==> config.mk <==
export PLATFORM = sky130hd
export DESIGN_NAME = ram_program_loader
export DESIGN_NICKNAME = d
export VERILOG_FILES = /design/src/rtl/ram_program_loader.sv
export SDC_FILE = /design/constraint.sdc
export NUM_CORES = 1
export LEC_CHECK = 0
export CORE_MARGIN = 2
export CORE_UTILIZATION = 45
export CTS_BUF_LIST = sky130_fd_sc_hd__clkbuf_4 sky130_fd_sc_hd__clkbuf_8
export CTS_CLUSTER_DIAMETER = 40
export DETAILED_ROUTE_END_ITERATION = 8
export PLACE_DENSITY = 0.8
export SKIP_CTS_REPAIR_TIMING = 1
export SYNTH_ARGS = -nofsm -noshare
export SYNTH_HDL_FRONTEND = slang
export SYNTH_SLANG_ARGS = --single-unit
==> constraint.sdc <==
create_clock -name CLOCK -period 1.8 [get_ports CLOCK]
set_clock_uncertainty 0.05 [all_clocks]
set_input_delay 0.18 -clock CLOCK [delete_from_list [all_inputs] [get_ports CLOCK]]
set_output_delay 0.18 -clock CLOCK [all_outputs]
set_load 0.01 [all_outputs]
==> src/rtl/ram_program_loader.sv <==
// Program-RAM load sequencer: streams bytes into consecutive RAM words through the MAR programming mux.
// Optional trailing checksum byte verification is enabled by defining CHECKSUM_LOAD_EN.
module ram_program_loader #(
  parameter int ADDR_W    = 4,
  parameter int DATA_W    = 8,
  parameter int WE_CYCLES = 1
) (
  input  logic              CLOCK,
  input  logic              RESET,
  input  logic              START,
  input  logic [DATA_W-1:0] DATA_IN,
  input  logic              DATA_VALID,
  output logic              DATA_READY,
  output logic [ADDR_W-1:0] MAR_ADDR_PROG,
  output logic [DATA_W-1:0] RAM_DATA_PROG,
  output logic              _MAR_PROG,
  output logic              _RAM_WE_PROG,
  output logic              CPU_HOLD,
  output logic              BUSY,
  output logic              DONE,
  output logic              ERROR
);

  // state  | meaning
  // IDLE   | bus released, waiting for START
  // WAIT   | DATA_READY high, waiting for a stream byte
  // SETUP  | address/data settle before the strobe
  // WRITE  | _RAM_WE_PROG low for WE_CYCLES clocks
  // HOLD   | strobe released, address/data held; advance or finish
  // FINISH | DONE pulse, bus released on exit
  // CHECK  | (checksum build) accept and compare the checksum byte
  localparam logic [2:0] S_IDLE   = 3'd0;
  localparam logic [2:0] S_WAIT   = 3'd1;
  localparam logic [2:0] S_SETUP  = 3'd2;
  localparam logic [2:0] S_WRITE  = 3'd3;
  localparam logic [2:0] S_HOLD   = 3'd4;
  localparam logic [2:0] S_FINISH = 3'd5;
`ifdef CHECKSUM_LOAD_EN
  localparam logic [2:0] S_CHECK  = 3'd6;
`endif

  localparam int               CNT_W     = (WE_CYCLES > 1) ? $clog2(WE_CYCLES) : 1;
  localparam logic [CNT_W-1:0] WE_LAST   = CNT_W'(WE_CYCLES - 1);
  localparam logic [ADDR_W-1:0] ADDR_LAST = '1;

  logic [2:0]       state;
  logic [CNT_W-1:0] we_cnt;

`ifdef CHECKSUM_LOAD_EN
  logic [DATA_W-1:0] sum8;
`else
  assign ERROR = 1'b0;
`endif

  always_ff @(posedge CLOCK) begin
    if (RESET) begin
      state         <= S_IDLE;
      we_cnt        <= '0;
      DATA_READY    <= 1'b0;
      MAR_ADDR_PROG <= '0;
      RAM_DATA_PROG <= '0;
      _MAR_PROG     <= 1'b1;
      _RAM_WE_PROG  <= 1'b1;
      CPU_HOLD      <= 1'b0;
      BUSY          <= 1'b0;
      DONE          <= 1'b0;
`ifdef CHECKSUM_LOAD_EN
      sum8          <= '0;
      ERROR         <= 1'b0;
`endif
    end else begin
      DONE <= 1'b0;
      case (state)
        S_IDLE: begin
          if (START) begin
            state         <= S_WAIT;
            MAR_ADDR_PROG <= '0;
            RAM_DATA_PROG <= '0;
            _MAR_PROG     <= 1'b0;
            CPU_HOLD      <= 1'b1;
            BUSY          <= 1'b1;
            DATA_READY    <= 1'b1;
`ifdef CHECKSUM_LOAD_EN
            sum8          <= '0;
            ERROR         <= 1'b0;
`endif
          end
        end

        S_WAIT: begin
          if (DATA_VALID) begin
            RAM_DATA_PROG <= DATA_IN;
            DATA_READY    <= 1'b0;
            state         <= S_SETUP;
`ifdef CHECKSUM_LOAD_EN
            sum8          <= sum8 + DATA_IN;
`endif
          end
        end

        S_SETUP: begin
          _RAM_WE_PROG <= 1'b0;
          we_cnt       <= WE_LAST;
          state        <= S_WRITE;
        end

        S_WRITE: begin
          if (we_cnt == '0) begin
            _RAM_WE_PROG <= 1'b1;
            state        <= S_HOLD;
          end else begin
            we_cnt <= we_cnt - 1'b1;
          end
        end

        S_HOLD: begin
          // The last address ends the load; the address never wraps.
          if (MAR_ADDR_PROG == ADDR_LAST) begin
`ifdef CHECKSUM_LOAD_EN
            state      <= S_CHECK;
            DATA_READY <= 1'b1;
`else
            state      <= S_FINISH;
            DONE       <= 1'b1;
`endif
          end else begin
            MAR_ADDR_PROG <= MAR_ADDR_PROG + 1'b1;
            DATA_READY    <= 1'b1;
            state         <= S_WAIT;
          end
        end

        S_FINISH: begin
          _MAR_PROG     <= 1'b1;
          CPU_HOLD      <= 1'b0;
          BUSY          <= 1'b0;
          MAR_ADDR_PROG <= '0;
          RAM_DATA_PROG <= '0;
          state         <= S_IDLE;
        end

`ifdef CHECKSUM_LOAD_EN
        S_CHECK: begin
          if (DATA_VALID) begin
            DATA_READY <= 1'b0;
            if (DATA_IN == sum8) begin
              state <= S_FINISH;
              DONE  <= 1'b1;
            end else begin
              // CPU stays held after a bad checksum until the next START or RESET.
              ERROR         <= 1'b1;
              _MAR_PROG     <= 1'b1;
              BUSY          <= 1'b0;
              MAR_ADDR_PROG <= '0;
              RAM_DATA_PROG <= '0;
              state         <= S_IDLE;
            end
          end
        end
`endif

        default: begin
          state         <= S_IDLE;
          DATA_READY    <= 1'b0;
          MAR_ADDR_PROG <= '0;
          RAM_DATA_PROG <= '0;
          _MAR_PROG     <= 1'b1;
          _RAM_WE_PROG  <= 1'b1;
          CPU_HOLD      <= 1'b0;
          BUSY          <= 1'b0;
        end
      endcase
    end
  end

endmodule

**Word level (Yosys, flattened, before mapping)**

Index checks and enable logic that the tools add are counted.
W data, S select, Z words.

- Bits in writable memories: 0
- Register bits: 21
- Word-level logic and storage cells: 64
- Memory bits (read-only): 0
- Latch bits: 0
- Input port bits: 12
- Memories kept: 0

- Bitwise logic cells: 6
- Equal/unequal tests: 10
- Multipliers: 0
- Multiplexer cells: 23
- Reduce and logical (&&, ||, !) cells: 14
- Shifts and indexed selects: 0
- $lt $le $gt $ge: 0
- Divide/modulo/power cells: 0
- $add $sub $neg: 2

Operators by type and width:

| operator | count |
|---|---|
| $pmux W8 S3 | 1 |
| $mux W8 | 2 |
| $pmux W3 S5 | 1 |
| $mux W3 | 4 |
| $pmux W4 S3 | 1 |
| $reduce_and A3 Y1 | 3 |
| $reduce_or A3 Y1 | 3 |
| $mux W4 | 2 |
| $ne A2 B2 Y1 const B | 4 |
| $reduce_or A4 Y1 | 2 |
| $mux W1 | 7 |
| $eq A3 B2 Y1 const B | 2 |
| $eq A3 B3 Y1 const B | 2 |
| $not A1 Y1 | 6 |
| $pmux W1 S2 | 3 |
| $add A4 B1 Y4 const B | 1 |
| $eq A4 B4 Y1 const B | 1 |
| $pmux W1 S4 | 1 |
| $reduce_and A2 Y1 | 2 |
| $reduce_and A4 Y1 | 1 |
| $eq A3 B1 Y1 const B | 1 |
| $logic_not A3 Y1 | 1 |
| $pmux W1 S3 | 1 |
| $reduce_bool A2 Y1 | 1 |
| other kinds (2) | 2 |

**Depth between registers and ports, before layout**

- Depth in word-level cells: 4
- Gate-level depth with buffers: 5

**Least setup slack after synthesis**

Ideal clock, no wire load.

- Path kind: register to register
- Start point: reg MAR_ADDR_PROG[0]
- End point: reg MAR_ADDR_PROG[0]
- Buffers on the path: 0
- Setup time: 70 ps
- Arrival: 1187 ps
- Slack: 493 ps
- Stages on the path, launching flop included: 6
- Cells stage by stage: dfxtp_1 > ha_1 > nand4_4 > o22ai_1 > nand2_1 > a21oi_1

- Cells in the longest elaborated chain, start to end: 3
- Elaborated cells on any way between the ends: 6

RTL lines:

| element | line | text |
|---|---|---|
| start: declaration | 14 | `output logic [ADDR_W-1:0] MAR_ADDR_PROG,` |
| start signal: assignment | 127 | `MAR_ADDR_PROG <= MAR_ADDR_PROG + 1'b1;` |
| $add A4 B1 Y4 or $eq A4 B4 Y1 (tied branches) | 127, 118 |  |
| $mux W4 or $ne A2 B2 Y1 (tied branches) | -- |  |
| $pmux W4 S3 or $reduce_and A3 Y1 (tied branches) | -- |  |

Parallel ways exist; a longest one is shown, timed or not. The select of a mux whose other input is x is not followed.
A chain may end at the register's enable or synchronous reset.

**Final worst setup path**

- Start point: reg MAR_ADDR_PROG[3]
- End point: out MAR_ADDR_PROG[3]

No word-level cell between the ends.

==> impl_metrics.py <==
metrics = {
    "global_routing": {
        "first_global_vias": 798,
        "grtUsageTotal_pct": 17.29,
        "antenna_found_initial": 0,
        "grt_pass1_wl_um": 3546,
        "overflow": 0,
        "grt_max_degree": 22,
    },
    "power": {
        "p_leak_nw": 0.5000,
        "p_sw_mw": 0.2562,
        "powerDensity_mw_per_mm2": 706.5,
        "peakVddDrop_mv": 0.4374,
        "combPwrFrac_pct": 22.6,
        "sw_frac_of_total_pct": 26.62,
        "finalPower_mw": 0.9627,
        "pwr-share-seq_pct": 50.8,
        "pwr-share-clk_pct": 26.6,
        "intPower_mw": 0.7065,
    },
    "die": {
        "die_h_um": 52.01,
        "die-area_mm2": 0.002705,
        "io_pins": 31,
        "start_util_pct": 47.34,
        "coreArea_mm2": 0.002191,
        "die_x_um": 52.01,
        "rows": 17,
    },
    "setup_path": {
        "reg2reg_to": "RAM_DATA_PROG[6]",
        "worstPathArrival_ps": 1390,
        "crit_fanout": 7,
        "critical_path.slowest_cell": "clkdlybuf4s50_1",
        "cp-end-kind": "primary output",
        "r2r_start": "state[0]",
        "reg2reg_depth": 3,
        "cp_data_required_time_ps": 1570,
        "worstPathCellList": "clkdlybuf4s50_1",
        "path_class": "reg2out",
        "cpPeakStageDelay_ps": 600,
        "crit_family": "buffers and inverters",
        "startpoint_type": "flop",
        "r2r_slack_ps": 260,
        "crit_cells": 1,
        "crit_buf_inv": 1,
    },
    "route": {
        "ant_nets": 0,
        "via_per_inst": 5.286,
        "finalWirelength_um": 2194,
        "dr.pass1.iters": 4,
        "vias": 888,
        "initialDrtViolationCount": 19,
        "drc_errors": 0,
        "wl_per_cell_um": 13.06,
    },
    "synth": {
        "synth-edff-count": 0,
        "synth_simple_gate_area_share_pct": 28.23,
        "avgSynthCellArea_um2": 9.261,
        "yosys_register_bits": 20,
        "synth_xor_area_share_pct": 0,
        "synth_compound_area_share_pct": 16.16,
        "yosys_most_used_dff": "dfxtp_1",
        "netlist_instances": 112,
        "ys_warn_count": 0,
        "synth_nets": 125,
        "synth_top_family_by_area": "simple AND/OR/NAND/NOR gates",
        "async_flop_share_pct": 0,
        "yosys.area_share.adder_pct": 1.206,
        "netlist_top_cells_area": "dfxtp_1 39%, mux2i_1 8.7%, nand2b_1 6.6%",
        "ys_top_cells_by_count": "20 x dfxtp_1, 17 x nand2_1, 11 x nand2b_1",
        "synthesis.area_mm2": 0.001037,
        "synth_top_cell_area_share_pct": 38.60,
        "synth_cell_types": 36,
        "synthMuxAreaShare_pct": 8.685,
        "ys_seq_area_share_pct": 38.60,
        "netlist.top_cell.by_area": "dfxtp_1",
        "synth_most_common_cell": "dfxtp_1",
    },
    "sta": {
        "finalSetupViolCount": 0,
        "rsz0062_at_grt": "false",
        "timing.final.hold_violations": 0,
        "final-max-slew-violation-count": 0,
        "fin_crit_sh_pct": 89.92,
        "min_period_ps": 1619,
        "fmax_mhz": 617.8,
        "finalWorstSetupSlack_ps": 181.4,
        "tns_ps": 0,
    },
    "clock_tree": {
        "clock-root-buffer": "clkbuf_4",
        "htree_num_levels": 1,
        "worstSkewPairLatency_ps": 300,
        "cts_tree": "done",
        "cts.sinks": 20,
        "cts_buffers": 3,
        "clock_path_buffers": 2,
        "clk_pin_slew_worst_paths_ps": 110,
    },
    "min_path": {
        "hold_depth": 3,
        "hold_path.startpoint": "DATA_IN[4]",
        "min_path_type": "in2reg",
        "holdPathEnd": "RAM_DATA_PROG[4]",
    },
    "cells_and_area": {
        "syn2layout_area_growth_pct": 31.36,
        "fillCellCount": 183,
        "layout-drive-gt1-share_pct": 10.71,
        "antenna_cells": 0,
        "final_nets": 154,
    },
    "placed_design": {
        "dp_slack_ps": 194.7,
        "hpwl_um": 1621,
        "gp_congestion": 0.8027,
        "port_buffers": 29,
    },
    "run": {
        "cap_violations": 0,
    },
    "outcome": {
        "status": "finished, final reports clean",
    },
}
[logic make-up (layout without fill, tap and decap cells)]
family / count (synthesis) / in the layout
AOI/OAI and AO/OA: 23 / 23
adders and majority gates: 1 / 1
buffers and inverters: 10 / 38
DFF: 20 / 20
muxes: 9 / 9
other: 1 / 1
and+or+nand+nor: 48 / 48
[power by group through the flow]
stage | clock [mW] | sequential [mW] | combinational, mW
floorplan | 0 | 0.496 | 0.144
global placement | 0 | 0.498 | 0.213
detailed placement | 0 | 0.500 | 0.217
CTS | 0.260 | 0.490 | 0.218
global route | 0.285 | 0.494 | 0.234
finish | 0.256 | 0.489 | 0.217
[layout by cell type (no fill, tap or decap), types with 2 or more instances in the layout]
master	n
o22ai_1	2
nor2_1	5
o211ai_1	3
buf_4	4
nand3b_1	3
a31oi_1	2
clkdlybuf4s50_1	29
mux2i_1	9
dfxtp_1	20
clkbuf_4	3
a21o_1	2
nand4_1	2
nand2_1	17
nor3_1	2
a21oi_1	5
nand2b_1	11
o21ai_0	2
[worst max-delay path by stage]
stage / from / end
detailed placement: START / RAM_DATA_PROG[3]
global route: MAR_ADDR_PROG[3] / MAR_ADDR_PROG[3]
finish: MAR_ADDR_PROG[3] / MAR_ADDR_PROG[3]
global placement: START / RAM_DATA_PROG[6]
CTS: MAR_ADDR_PROG[3] / MAR_ADDR_PROG[3]
floorplan: MAR_ADDR_PROG[0] / MAR_ADDR_PROG[0]
[layout make-up]
type | count | area, um2 | share of cell area, %
multi-input cells | 82 | 566.8 | 41.60
repair buffers | 33 | 320.3 | 23.51
clock buffers | 4 | 36.28 | 2.663
flip-flops and latches | 20 | 400.4 | 29.38
well taps | 28 | 35.03 | 2.571
inverters | 1 | 3.754 | 0.2755
[sequential cells by signal, indices dropped and copies added (netlist names)]
name,cells
BUSY,1
DATA_READY,1
DONE,1
MAR_ADDR_PROG,4
RAM_DATA_PROG,8
_MAR_PROG,1
_RAM_WE_PROG,1
state,3
[per-layer routing]
layer | vias up | track usage (%) | wire (um)
met5 | - | 0 | 0
met4 | 0 | 6.579 | 27
met3 | 4 | 3.161 | 73
met2 | 17 | 28.06 | 1107
met1 | 420 | 22.60 | 985
li1 | 447 | - | -
[worst min-delay path, delay by kind of cell]
family	cells	cell delay [ps]
buffers and inverters	1	400
muxes	1	50
and+or+nand+nor	1	50
[through the flow]
| stage | utilization (%) | instance area (um2) | instances | hold WS (ps) |
|---|---|---|---|---|
| floorplan | - | 1037 | 112 | 268.8 |
| global placement | 60.54 | 1326 | 164 | 412.6 |
| detailed placement | 60.54 | 1326 | 164 | 417.8 |
| CTS | 62.19 | 1363 | 168 | 368.9 |
| global route | 62.19 | 1363 | 168 | 372.6 |
| finish | 62.19 | 1363 | 168 | 374.8 |
(Power assumes the default switching activity.)
